**config.mk**
```make
export PLATFORM = sky130hd
export DESIGN_NAME = mem_access_unit_flat
export DESIGN_NICKNAME = d
export VERILOG_FILES = /design/src/rtl/mem_bus_if.sv /design/src/rtl/mem_access_unit.sv /design/src/flat_wrapper.sv
export SDC_FILE = /design/constraint.sdc
export NUM_CORES = 1
export LEC_CHECK = 0
export CAP_MARGIN = 30
export CORE_ASPECT_RATIO = 0.9
export CORE_UTILIZATION = 24
export CTS_BUF_LIST = sky130_fd_sc_hd__clkbuf_8 sky130_fd_sc_hd__clkbuf_16
export CTS_CLUSTER_SIZE = 12
export DETAILED_ROUTE_END_ITERATION = 10
export HOLD_SLACK_MARGIN = 0.05
export SETUP_SLACK_MARGIN = 0.05
export SLEW_MARGIN = 25
export SYNTH_ARGS = -nofsm -noshare
export SYNTH_HDL_FRONTEND = slang
export SYNTH_SLANG_ARGS = --single-unit
```
**constraint.sdc**
```tcl
create_clock -name clk -period 4.8 [get_ports clk]
set_input_delay 0.96 -clock clk [delete_from_list [all_inputs] [get_ports clk]]
set_output_delay 0.96 -clock clk [all_outputs]
set_load 0.03 [all_outputs]
```
**src/rtl/mem_bus_if.sv**
```systemverilog
// mem_bus_if: req/ack data-memory bus between the MEM stage and memory.
// The master holds its request fields stable until the ack.
interface mem_bus_if #(
    parameter int ADDR_W = 32
);
    logic              bus_req;
    logic              bus_we;
    logic [ADDR_W-1:0] bus_addr;
    logic [3:0]        bus_wmask;
    logic [31:0]       bus_wdata;
    logic [31:0]       bus_rdata;
    logic              bus_ack;

    modport master (
        output bus_req,
        output bus_we,
        output bus_addr,
        output bus_wmask,
        output bus_wdata,
        input  bus_rdata,
        input  bus_ack
    );

    modport slave (
        input  bus_req,
        input  bus_we,
        input  bus_addr,
        input  bus_wmask,
        input  bus_wdata,
        output bus_rdata,
        output bus_ack
    );
endinterface

```
**src/rtl/mem_access_unit.sv**
```systemverilog
// mem_access_unit: MEM-stage load/store engine on a req/ack data bus.
// Aligns stores, extends loads, stalls the pipe and flags faults.
module mem_access_unit #(
    parameter int TIMEOUT_CYCLES = 16,
    parameter int ADDR_W = 32
) (
    input  logic              clk,
    input  logic              rst,
    input  logic              req_valid,
    input  logic              is_load,
    input  logic              is_store,
    input  logic [2:0]        rw_type,
    input  logic [ADDR_W-1:0] addr,
    input  logic [31:0]       store_data,
    mem_bus_if.master         bus,
    output logic              stall,
    output logic              done,
    output logic [31:0]       load_data,
    output logic              misaligned,
    output logic              timeout
);

    typedef enum logic [1:0] {
        IDLE,
        REQ,
        FAULT,
        DONE
    } state_t;

    localparam int CNT_W = (TIMEOUT_CYCLES > 1) ?
                           $clog2(TIMEOUT_CYCLES + 1) : 1;
    localparam logic [CNT_W-1:0] LIMIT =
        CNT_W'((TIMEOUT_CYCLES == 0) ? 0 : TIMEOUT_CYCLES - 1);

    state_t           state;
    state_t           state_nx;
    logic [CNT_W-1:0] cnt;
    logic [2:0]       rw_q;
    logic [1:0]       off_q;

    logic        req_present;
    logic        store_sel;
    logic        bad_type;
    logic        bad_align;
    logic        fault_in;
    logic        start;
    logic        tmo_hit;
    logic        tmo_fire;
    logic        ld_cap;
    logic [3:0]  wmask_nx;
    logic [31:0] wdata_nx;
    logic [31:0] lane;
    logic [31:0] ld_ext;

    assign req_present = req_valid && (is_load || is_store);
    assign store_sel   = is_store;
    assign bad_type    = (rw_type == 3'b011) ||
                         (rw_type == 3'b110) ||
                         (rw_type == 3'b111);

    always_comb begin
        bad_align = 1'b0;
        unique case (rw_type)
            3'b001,
            3'b101:  bad_align = addr[0];
            3'b010:  bad_align = (addr[1:0] != 2'b00);
            default: bad_align = 1'b0;
        endcase
    end

    assign fault_in = bad_type || bad_align;
    assign start    = (state == IDLE) && req_present && !fault_in;
    // A zero limit disables the watchdog; an ack in the limit cycle wins.
    assign tmo_hit  = (TIMEOUT_CYCLES != 0) && (cnt == LIMIT);
    assign tmo_fire = (state == REQ) && !bus.bus_ack && tmo_hit;
    assign ld_cap   = (state == REQ) && bus.bus_ack && !bus.bus_we;

    always_comb begin
        wmask_nx = 4'b0000;
        wdata_nx = 32'h0;
        if (store_sel) begin
            unique case (1'b1)
                (rw_type[1:0] == 2'b10): begin
                    wmask_nx = 4'b1111;
                    wdata_nx = store_data;
                end
                (rw_type[1:0] == 2'b01): begin
                    wmask_nx = 4'b0011 << {addr[1], 1'b0};
                    wdata_nx = {2{store_data[15:0]}};
                end
                default: begin
                    wmask_nx = 4'b0001 << addr[1:0];
                    wdata_nx = {4{store_data[7:0]}};
                end
            endcase
        end
    end

    assign lane = bus.bus_rdata >> {off_q, 3'b000};

    always_comb begin
        ld_ext = lane;
        unique case (rw_q)
            3'b000:  ld_ext = {{24{lane[7]}}, lane[7:0]};
            3'b100:  ld_ext = {24'h0, lane[7:0]};
            3'b001:  ld_ext = {{16{lane[15]}}, lane[15:0]};
            3'b101:  ld_ext = {16'h0, lane[15:0]};
            default: ld_ext = lane;
        endcase
    end

    always_comb begin
        state_nx = state;
        stall    = 1'b0;
        unique case (state)
            IDLE: begin
                if (req_present) begin
                    stall    = 1'b1;
                    state_nx = fault_in ? FAULT : REQ;
                end
            end
            REQ: begin
                stall = 1'b1;
                if (bus.bus_ack || tmo_hit) state_nx = DONE;
            end
            FAULT: begin
                stall    = 1'b1;
                state_nx = DONE;
            end
            DONE: state_nx = IDLE;
        endcase
    end

    always_ff @(posedge clk) begin
        if (rst) state <= IDLE;
        else     state <= state_nx;
    end

    always_ff @(posedge clk) begin
        if (rst) begin
            bus.bus_req   <= 1'b0;
            bus.bus_we    <= 1'b0;
            bus.bus_addr  <= '0;
            bus.bus_wmask <= 4'b0000;
            bus.bus_wdata <= 32'h0;
            done          <= 1'b0;
            load_data     <= 32'h0;
            misaligned    <= 1'b0;
            timeout       <= 1'b0;
            cnt           <= '0;
            rw_q          <= 3'b000;
            off_q         <= 2'b00;
        end else begin
            // Result flags live only for the single DONE cycle.
            done       <= (state_nx == DONE);
            misaligned <= (state == FAULT);
            timeout    <= tmo_fire;
            load_data  <= ld_cap ? ld_ext : 32'h0;
            unique case (state)
                IDLE: begin
                    if (start) begin
                        bus.bus_req   <= 1'b1;
                        bus.bus_we    <= store_sel;
                        bus.bus_addr  <= {addr[ADDR_W-1:2], 2'b00};
                        bus.bus_wmask <= wmask_nx;
                        bus.bus_wdata <= wdata_nx;
                        rw_q          <= rw_type;
                        off_q         <= addr[1:0];
                        cnt           <= '0;
                    end
                end
                REQ: begin
                    if (bus.bus_ack || tmo_hit) begin
                        bus.bus_req   <= 1'b0;
                        bus.bus_we    <= 1'b0;
                        bus.bus_addr  <= '0;
                        bus.bus_wmask <= 4'b0000;
                        bus.bus_wdata <= 32'h0;
                    end else begin
                        cnt <= cnt + 1'b1;
                    end
                end
                default: begin
                end
            endcase
        end
    end

endmodule

```
**src/flat_wrapper.sv**
```systemverilog
// flat-port wrapper written by rule: the top's interface ports become plain ports
module mem_access_unit_flat 
#(
    parameter int TIMEOUT_CYCLES = 16,
    parameter int ADDR_W = 32
)
  (clk, rst, req_valid, is_load, is_store, rw_type, addr, store_data, stall, done, load_data, misaligned, timeout, bus_bus_req, bus_bus_we, bus_bus_addr, bus_bus_wmask, bus_bus_wdata, bus_bus_rdata, bus_bus_ack);
  mem_bus_if #(.ADDR_W(ADDR_W)) bus_i ();
  input  logic clk;
  input  logic rst;
  input  logic req_valid;
  input  logic is_load;
  input  logic is_store;
  input  logic [2:0] rw_type;
  input  logic [ADDR_W-1:0] addr;
  input  logic [31:0] store_data;
  output logic stall;
  output logic done;
  output logic [31:0] load_data;
  output logic misaligned;
  output logic timeout;
  output wire logic [$bits(bus_i.bus_req)-1:0] bus_bus_req;
  output wire logic [$bits(bus_i.bus_we)-1:0] bus_bus_we;
  output wire logic [$bits(bus_i.bus_addr)-1:0] bus_bus_addr;
  output wire logic [$bits(bus_i.bus_wmask)-1:0] bus_bus_wmask;
  output wire logic [$bits(bus_i.bus_wdata)-1:0] bus_bus_wdata;
  input wire logic [$bits(bus_i.bus_rdata)-1:0] bus_bus_rdata;
  input wire logic [$bits(bus_i.bus_ack)-1:0] bus_bus_ack;
  assign bus_bus_req = bus_i.bus_req;
  assign bus_bus_we = bus_i.bus_we;
  assign bus_bus_addr = bus_i.bus_addr;
  assign bus_bus_wmask = bus_i.bus_wmask;
  assign bus_bus_wdata = bus_i.bus_wdata;
  assign bus_i.bus_rdata = bus_bus_rdata;
  assign bus_i.bus_ack = bus_bus_ack;
  mem_access_unit #(.TIMEOUT_CYCLES(TIMEOUT_CYCLES), .ADDR_W(ADDR_W)) u_core (.clk(clk), .rst(rst), .req_valid(req_valid), .is_load(is_load), .is_store(is_store), .rw_type(rw_type), .addr(addr), .store_data(store_data), .bus(bus_i), .stall(stall), .done(done), .load_data(load_data), .misaligned(misaligned), .timeout(timeout));
endmodule
```
# After elaboration in Yosys (flattened, before gate mapping)
# Cells that the tools add are included.
# totals
ff_bits	117
in_bits	105
output_inout_bits	106
wordCells	90
# classes
addsub	1
eq_ne	19
n_shift	3
n_mux	28
bitwise	1
n_reduce_logical	25
# ops
op	count
$pmux 32 s2	3
$mux 32	4
$pmux 32 s4	1
$shr 32x5->32	1
$pmux 4 s2	2
$eq 3x3->1 const B	5
$mux 4	3
$mux 5	2
$pmux 5 s2	1
$eq 2x2->1 const B	4
$pmux 1 s2	4
$pmux 2 s4	1
$logic_and 1x1->1	7
$eq 3x1->1 const B	2
$eq 3x2->1 const B	2
$mux 2	3
$reduce_and 3->1	2
$reduce_or 2->1	3
$add 5x1->5 const B	1
$eq 5x4->1 const B	1
$logic_or 1x1->1	5
$eq 2x1->1 const B	2
$mux 1	4
$ne 2x2->1 const B	2
9 further kinds	12

# Depth between registers and ports, before layout
# Gate-level depths: netlist of run 1.
# depth
word_depth	8
mapped_depth	9
depth_no_buf	7

# Worst setup path after synthesis of run 1
# No wires, ideal clock.
# synth_timing
path_kind	in2reg
start	in rw_type[0]
end	reg u_core.cnt[3]
setup_time_ns	0.086
arrival_ns	2.522
required_time_ns	4.714
setup_slack_ns	2.193
path_stages	6
path_buffers	0
path_cell_list	inv_1 > ha_1 > o21a_1 > o41a_1 > or4_1 > a211oi_1
# synth_between
elab_chain_cells	8
word_cells_on_any_way	15
cone_classes	eq/ne (7); mux (1); reduce/logical (7)
# synth_rtl
item	line_no	text
start: declaration	flat_wrapper.sv:14	input logic [2:0] rw_type;
$eq 3x1->1, or another cell as far along	mem_access_unit.sv:63	unique case (rw_type)
$reduce_or 2->1 or $logic_or 1x1->1 (tied branches)	mem_access_unit.sv:63, mem_access_unit.sv:57	
$pmux 1 s2 or $logic_or 1x1->1 (tied branches)	mem_access_unit.sv:63, mem_access_unit.sv:58	
$logic_or 1x1->1 (*)	mem_access_unit.sv:71	assign fault_in = bad_type || bad_align;
$logic_not 1->1 (*)	mem_access_unit.sv:72	assign start = (state == IDLE) && req_present && !fault_in;
$logic_and 1x1->1 (*)	mem_access_unit.sv:72	
$ne 2x1->1 (no source line) (*)	n/a	
$reduce_and 3->1 (no source line) (*)	n/a	
end signal: assignment	mem_access_unit.sv:180	cnt <= cnt + 1'b1;
end: declaration	mem_access_unit.sv:37	logic [CNT_W-1:0] cnt;
# Every way passes the cells marked *; elsewhere a longest branch is shown, timed or not.
# A chain may end at the register's enable or synchronous reset.

# Worst setup path after layout of run 1
# layout_timing
start	in is_store
end	out stall
# layout_between
elab_chain_cells	4
# layout_rtl
item	line_no	text
start: declaration	flat_wrapper.sv:13	input logic is_store;
$logic_or 1x1->1	mem_access_unit.sv:55	assign req_present = req_valid && (is_load || is_store);
$logic_and 1x1->1	mem_access_unit.sv:55	
$mux 1	mem_access_unit.sv:117	if (req_present) begin
$pmux 1 s2	mem_access_unit.sv:115	unique case (state)
end: declaration	flat_wrapper.sv:17	output logic stall;
# Every way passes these cells.

==> impl_metrics.ini, run 1 <==
[clocking]
worst_skew_pair.late_latency_ns = 0.41
cts_setup_buffers = 0
post_cts.resized_instances = 0
clock_path_buffers = 2
cts.reportedPaths.clkPinSlew_ns = 0.06
ctsHoldBuffers = 0
tritoncts = done
cts_root_buf = sky130_fd_sc_hd__clkbuf_16
htree_levels = 4
cts_made_buffers = 17
cts.sink_count = 115

[setup_path]
critical_path_endpoint = stall
critical-path-top-cell-by-count = sky130_fd_sc_hd__clkdlybuf4s50_1
worst_r2r_path_depth = 8
crit_fanout = 4
regToRegEndpoint = u_core.bus.bus_addr[13]
critPathMaxStageDelay_ns = 0.68
setup.worst_path.end_class = output pin
timing.critical_path.buf_inv = 2
timing.critical_path.from_type = primary input
timing.critical_path.max_delay_family = buffers and inverters
worst_case_register_to_register_setup_slack_ns = 2.16
critical_path.cell_chain = clkdlybuf4s50_1, o21a_1, a21oi_1, nor2_1, clkdlybuf4s50_1
worstSetupPathDepth = 5
required_ns = 3.84
critPathSlowestCell = sky130_fd_sc_hd__clkdlybuf4s50_1
worstSetupStartpoint = is_store
path_class = in -> out
worstPathArrival_ns = 2.64
worst_r2r_startpoint = u_core.cnt[0]

[run_status]
run_status = finished clean

[placement]
finalWeightedCongestion = 0.773
port-buffer-count = 208
post-place-cells = 911
detailedPlace.worstSlack_ns = 1.10
hpwlAfterDp_um = 11000

[timing]
fin_tns_setup_ns = 0
timing.final.crit_share = 0.750
fin_worst_hold_slack_ns = 0.462
number_of_endpoints_failing_setup_at_the_final_stage = 0
skew_ns = 0.00913
grt_setup_unrepaired = false
hold_violation_count_in_the_final_report = 0
timing.final.max_slew_violations = 0
max_freq_mhz = 278
slew-limit-headroom = 0.421
final_setup_margin_ns = 1.20
worst-slew-pin-transition_ns = 0.868
fin_crit_ns = 3.60

[pwr]
total_power_mw = 3.27
power_leakage_nw = 2.75
power.ir.vdd_worst_uv = 208
power-per-cell-area_mw_per_mm2 = 429

[logic_synthesis]
yosys_warnings = 0
synth.ff_latch_count = 115
yosys_top_cell_area_share = 0.488
post_synth_main_area_contributors = sky130_fd_sc_hd__dfxtp_1 49%, sky130_fd_sc_hd__a22o_1 9.1%, sky130_fd_sc_hd__mux2i_1 4.0%
synth.cell_area_mm2 = 0.00471
synth.largest_area_cell = sky130_fd_sc_hd__dfxtp_1
synth_cells = 485
syn-mean-instance-area_um2 = 9.72
synth-edff-count = 0
synthArstFlopShare = 0
synth_top_flop_cell = sky130_fd_sc_hd__dfxtp_1
seq_area_frac_synth = 0.488
yosys.cell_count.top_type = sky130_fd_sc_hd__dfxtp_1
synth_top_cells_by_count = 115 x sky130_fd_sc_hd__dfxtp_1, 49 x sky130_fd_sc_hd__a22o_1, 36 x sky130_fd_sc_hd__a21oi_1
synthDistinctLibCells = 45

[run]
max_capacitance_violation_count = 0

[grt]
grt.met2_usage = 0.236
grt_use_total = 0.153
antenna_found_initial = 0
globalRouteOverflowTotal = 0
first_global_vias = 4300
global_route.peak_usage_layer = met2
grt_max_degree = 68
gr-usage-met3 = 0.0736
grt_pass1_wl_um = 23800
met1_usage_grt = 0.193

[routing]
initialDrtViolationCount = 184
routed-via-count = 4410
drt_drc_violations_left = 0
routed_wire_length_per_instance_um = 16.6
avgViaCountPerCell = 4.68
postRouteWirelength_um = 15600
drt.antenna.violating_nets = 0
drtPass1Iterations = 4

[layout]
design.final.nets = 794
layoutNonFillerInstCount = 943
area_overhead_vs_synth_pct = 61.7
antennaDiodeCount = 0
fill_cell_total_of_the_finished_layout = 1948
layout-drive-gt1-share = 0.0765

[floorplan]
die_width_um = 150
io_pins = 211
row_count = 48
die_y_um = 135
core_region_area_mm2 = 0.0192
design.die.area_mm2 = 0.0202
initial_utilization = 0.245

[min_path]
holdCritPathClass = reg -> reg
==> layout make-up <==
class	count	area, µm²	area share
Inverter	10	37.5	0.00492
Timing Repair Buffer	215	2130	0.280
Clock inverter	13	159	0.0208
Sequential cell	115	2300	0.302
Multi-Input combinational cell	321	2230	0.292
Tap cell	250	313	0.0410
Clock buffer	19	453	0.0594
==> placed cells by master, fill, tap and decap left out, types with 2 or more instances in the layout <==
cell | synthesis | layout
sky130_fd_sc_hd__o21ai_0 | 30 | 30
sky130_fd_sc_hd__mux2i_1 | 19 | 19
sky130_fd_sc_hd__nor2_1 | 27 | 26
sky130_fd_sc_hd__or2_2 | 2 | 2
sky130_fd_sc_hd__and2_1 | 8 | 8
sky130_fd_sc_hd__nand3_1 | 8 | 8
sky130_fd_sc_hd__nor2b_1 | 7 | 7
sky130_fd_sc_hd__inv_1 | 10 | 11
sky130_fd_sc_hd__clkinvlp_4 | 0 | 5
sky130_fd_sc_hd__o21a_1 | 3 | 3
sky130_fd_sc_hd__and3_1 | 2 | 2
sky130_fd_sc_hd__nand2b_1 | 2 | 2
sky130_fd_sc_hd__clkbuf_8 | 0 | 2
sky130_fd_sc_hd__a22oi_1 | 17 | 17
sky130_fd_sc_hd__a211oi_1 | 8 | 8
sky130_fd_sc_hd__o31ai_1 | 2 | 2
sky130_fd_sc_hd__o2bb2ai_1 | 17 | 17
sky130_fd_sc_hd__dfxtp_1 | 115 | 115
sky130_fd_sc_hd__buf_4 | 2 | 6
sky130_fd_sc_hd__o21ai_1 | 2 | 2
sky130_fd_sc_hd__nand3b_1 | 5 | 5
sky130_fd_sc_hd__clkinv_2 | 0 | 2
sky130_fd_sc_hd__or4_1 | 3 | 3
sky130_fd_sc_hd__bufinv_16 | 0 | 3
sky130_fd_sc_hd__mux2_2 | 8 | 8
sky130_fd_sc_hd__a21oi_1 | 36 | 35
sky130_fd_sc_hd__a22o_1 | 49 | 49
sky130_fd_sc_hd__o211ai_1 | 2 | 2
sky130_fd_sc_hd__nand2_1 | 27 | 27
sky130_fd_sc_hd__a21o_1 | 2 | 2
sky130_fd_sc_hd__a31oi_1 | 2 | 2
sky130_fd_sc_hd__clkdlybuf4s50_1 | 0 | 208
sky130_fd_sc_hd__a21boi_0 | 9 | 9
sky130_fd_sc_hd__conb_1 | 1 | 2
sky130_fd_sc_hd__ha_1 | 9 | 9
sky130_fd_sc_hd__clkbuf_16 | 0 | 17
sky130_fd_sc_hd__nor3b_1 | 2 | 2
==> worst min path at each step <==
stage / from / endpoint / slack (ns) / depth (start not counted)
final: u_core.bus.bus_wdata[19] / u_core.bus.bus_wdata[19] / 0.46 / 1
after global placement: u_core.bus.bus_wdata[13] / u_core.bus.bus_wdata[13] / 0.45 / 1
after floorplan: u_core.cnt[4] / u_core.cnt[4] / 0.45 / 2
after detailed placement: u_core.bus.bus_wdata[21] / u_core.bus.bus_wdata[21] / 0.45 / 1
after CTS: u_core.bus.bus_wdata[8] / u_core.bus.bus_wdata[8] / 0.47 / 1
after global routing: u_core.bus.bus_wdata[18] / u_core.bus.bus_wdata[18] / 0.49 / 1
==> stage by stage <==
step,utilization,cell area (µm²)
final,0.397,7620
after global routing,0.397,7620
after CTS,0.397,7620
after global placement,0.364,7000
after detailed placement,0.365,7010
after floorplan,-,4720
==> flip-flops by register name (all words and copies together) (netlist names) <==
register and flops:
u_core.bus.bus_wdata 32, u_core.timeout 1, u_core.bus.bus_req 1, u_core.done 1, u_core.rw_q 3, u_core.bus.bus_wmask 4, u_core.load_data 32, u_core.cnt 5
u_core.misaligned 1, u_core.bus.bus_we 1, u_core.state 2, u_core.bus.bus_addr 30, u_core.off_q 2
==> power by group <==
part           total, mW  internal [mW]  switching, mW
Combinational      0.882          0.353          0.530
Clock               1.31          0.841          0.464
Sequential          1.09           1.04         0.0496
Total               3.27           2.23           1.04
==> per-layer routing <==
layer | wire (µm) | part of all wire
met1 | 7060 | 0.45
met5 | 0 | 0
met3 | 1540 | 0.098
met2 | 6940 | 0.44
met4 | 76 | 0.0049
==> cell families after synthesis <==
logic type,after synthesis,synth area share
other,1,0.000795
flip-flops,115,0.488
AND/OR/NAND/NOR,101,0.111
adder cells (fa/ha/maj),9,0.0239
AO/OA/AOI/OAI,182,0.274
buffers and inverters,50,0.0430
multiplexers,27,0.0594
==> worst register-to-register path, stage by stage, from the launching register on <==
cell and delay, ns:
sky130_fd_sc_hd__dfxtp_1 0.36, sky130_fd_sc_hd__ha_1 0.23, sky130_fd_sc_hd__and3_1 0.19, sky130_fd_sc_hd__ha_1 0.24, sky130_fd_sc_hd__nor3b_2 0.33, sky130_fd_sc_hd__nor2_1 0.14, sky130_fd_sc_hd__a21oi_4 0.15, sky130_fd_sc_hd__buf_4 0.61
sky130_fd_sc_hd__a22o_1 0.34
Power figures use the tool's default switching activity.
==> run 2: changes to the inputs <==
==> constraint.sdc (replaced) <==
create_clock -name clk -period 3.57 [get_ports clk]
set_input_delay 0.714 -clock clk [delete_from_list [all_inputs] [get_ports clk]]
set_output_delay 0.714 -clock clk [all_outputs]
set_load 0.03 [all_outputs]
==> run 2 against run 1 <==
- clock skew increased by 0.0011 ns
- first-iteration DRC count is 10% lower
- hold slack got worse by 0.00070 ns
- power up 34%
- sequential share of layout area decreased by 0.20 points
- largest cell class unchanged
- non-clock buffer count increased by 7
- critical path depth stayed put
==> impl_metrics.ini, run 2 (same netlist as run 1, synthesis figures left out) <==
[run_status]
run_status = finished clean

[grt]
grt_max_degree = 68
globalRouteOverflowTotal = 0
grt_use_total = 0.156
first_global_vias = 4448
antenna_found_initial = 0
grt_pass1_wl_um = 24200

[setup_path]
worstPathArrival_ns = 2.36
worst_r2r_startpoint = u_core.cnt[0]
worst_r2r_path_depth = 8
timing.critical_path.from_type = primary input
timing.critical_path.max_delay_family = buffers and inverters
critical_path.cell_chain = clkdlybuf4s50_1, o21a_1, a21oi_1, nor2_1, clkdlybuf4s50_1
required_ns = 2.86
critical-path-top-cell-by-count = sky130_fd_sc_hd__clkdlybuf4s50_1
timing.critical_path.buf_inv = 2
setup.worst_path.end_class = output pin
critPathSlowestCell = sky130_fd_sc_hd__clkdlybuf4s50_1
worstSetupStartpoint = is_store
critPathMaxStageDelay_ns = 0.68
regToRegEndpoint = u_core.bus.bus_addr[7]
path_class = in -> out
crit_fanout = 4
worst_case_register_to_register_setup_slack_ns = 1.00

[pwr]
power.combinational.fraction = 0.273
share_clk_of_total_power = 0.392
share_seq_of_total_power = 0.334
power_leakage_nw = 2.78
switching_share = 0.332
power-per-cell-area_mw_per_mm2 = 569
power.ir.vdd_worst_uv = 284
internal_power_mw = 2.92
total_switching_power_mw = 1.45

[min_path]
hp-start = u_core.bus.bus_wdata[14]
min_path_cells = 1
hold_end = u_core.bus.bus_wdata[14]
holdCritPathClass = reg -> reg

[clocking]
cts_setup_buffers = 0
cts.reportedPaths.clkPinSlew_ns = 0.06
post_cts.resized_instances = 0
cts.sink_count = 115
htree_levels = 4
clock_path_buffers = 2
worst_skew_pair.late_latency_ns = 0.42
cts_made_buffers = 17
tritoncts = done
ctsHoldBuffers = 0
cts_root_buf = sky130_fd_sc_hd__clkbuf_16

[timing]
max_freq_mhz = 325
grt_setup_unrepaired = false
hold_violation_count_in_the_final_report = 0
fin_tns_setup_ns = 0
number_of_endpoints_failing_setup_at_the_final_stage = 0
worst-slew-pin-transition_ns = 0.786
timing.final.crit_share = 0.862
skew_ns = 0.0103
fin_crit_ns = 3.08
timing.final.max_slew_violations = 0
slew-limit-headroom = 0.473
fin_worst_hold_slack_ns = 0.461

[placement]
port-buffer-count = 208
hpwlAfterDp_um = 11200
placed_area_mm2 = 0.00708
finalWeightedCongestion = 0.793

[layout]
most-common-layout-cells = 208 x sky130_fd_sc_hd__clkdlybuf4s50_1, 115 x sky130_fd_sc_hd__dfxtp_1, 49 x sky130_fd_sc_hd__a22o_1, 35 x sky130_fd_sc_hd__a21oi_1, 30 x sky130_fd_sc_hd__o21ai_0
antennaDiodeCount = 0
area_overhead_vs_synth_pct = 62.8
post-route-cell-area_mm2 = 0.00767
layout-drive-gt1-share = 0.0871
final_common_cell = sky130_fd_sc_hd__clkdlybuf4s50_1
design.final.nets = 801
largest_registers = u_core.bus.bus_wdata x32, u_core.load_data x32, u_core.bus.bus_addr x30

[floorplan]
design.die.area_mm2 = 0.0202
die_width_um = 150
io_pins = 211
initial_utilization = 0.245
die_y_um = 135
row_count = 48
core_region_area_mm2 = 0.0192

[routing]
postRouteWirelength_um = 15700
initialDrtViolationCount = 165
drt.antenna.violating_nets = 0
routed-via-count = 4497
drt_drc_violations_left = 0
routed_wire_length_per_instance_um = 16.5
avgViaCountPerCell = 4.73
drtPass1Iterations = 5

[run]
max_capacitance_violation_count = 0
## run 2: cell count changes in the layout (fill, tap and decap cells not counted), sizes merged
cell / delta
clkinv: +1
clkbuf: -2
bufinv: -1
inv: +4
buf: +7
clkinvlp: -2
## run 2: worst max path at each step
| stage | slack [ns] | cells after the start | end |
|---|---|---|---|
| 5_1_grt | 0.40 | 5 | stall |
| 4_1_cts | 0.48 | 5 | stall |
| 2_1_floorplan | 1.21 | 6 | u_core.cnt[3] |
| 3_3_place_gp | 0.51 | 5 | stall |
| 6_report | 0.49 | 5 | stall |
| 3_5_place_dp | 0.43 | 8 | u_core.bus.bus_wdata[9] |
## run 2: worst register-to-register path: stages (launching register included)
cell and delay, ns:
sky130_fd_sc_hd__dfxtp_1 0.36, sky130_fd_sc_hd__ha_1 0.22, sky130_fd_sc_hd__and3_1 0.18, sky130_fd_sc_hd__ha_1 0.24, sky130_fd_sc_hd__nor3b_2 0.32, sky130_fd_sc_hd__nor2_1 0.13
sky130_fd_sc_hd__a21oi_4 0.15, sky130_fd_sc_hd__buf_4 0.60, sky130_fd_sc_hd__a22o_1 0.31
## run 2: metal layers
metal	share of wire	global-route usage	routed length [µm]	vias up
li1	-	-	-	2192
met1	0.45	0.191	6990	2086
met2	0.44	0.247	6890	199
met3	0.098	0.0645	1540	20
met4	0.017	0.0516	274	0
met5	0	0	0	-
## run 2: layout make-up
class | count | area (µm²)
timing repair buffer | 222 | 2200
sequential | 115 | 2300
multi-input combinational | 321 | 2230
inverter | 10 | 37.5
clock inverter | 15 | 170
fill | 1929 | 11500
tap | 250 | 313
clock buffer | 17 | 425
## run 2: through the flow
stage	std cells	power [mW]	util	setup WS, ns
6_report	950	4.37	0.399	0.492
4_1_cts	950	4.42	0.399	0.481
3_5_place_dp	918	2.68	0.368	0.429
2_1_floorplan	486	2.18	-	1.21
5_1_grt	950	4.58	0.399	0.399
3_3_place_gp	917	2.67	0.368	0.509
## run 2: power by group through the flow
stage                     sequential, mW  clock [mW]  combinational (mW)
after floorplan                     1.65           0               0.529
after global placement              1.49           0                1.19
after detailed placement            1.49           0                1.19
after CTS                           1.46        1.76                1.20
after global routing                1.47        1.82                1.29
final                               1.46        1.71                1.19
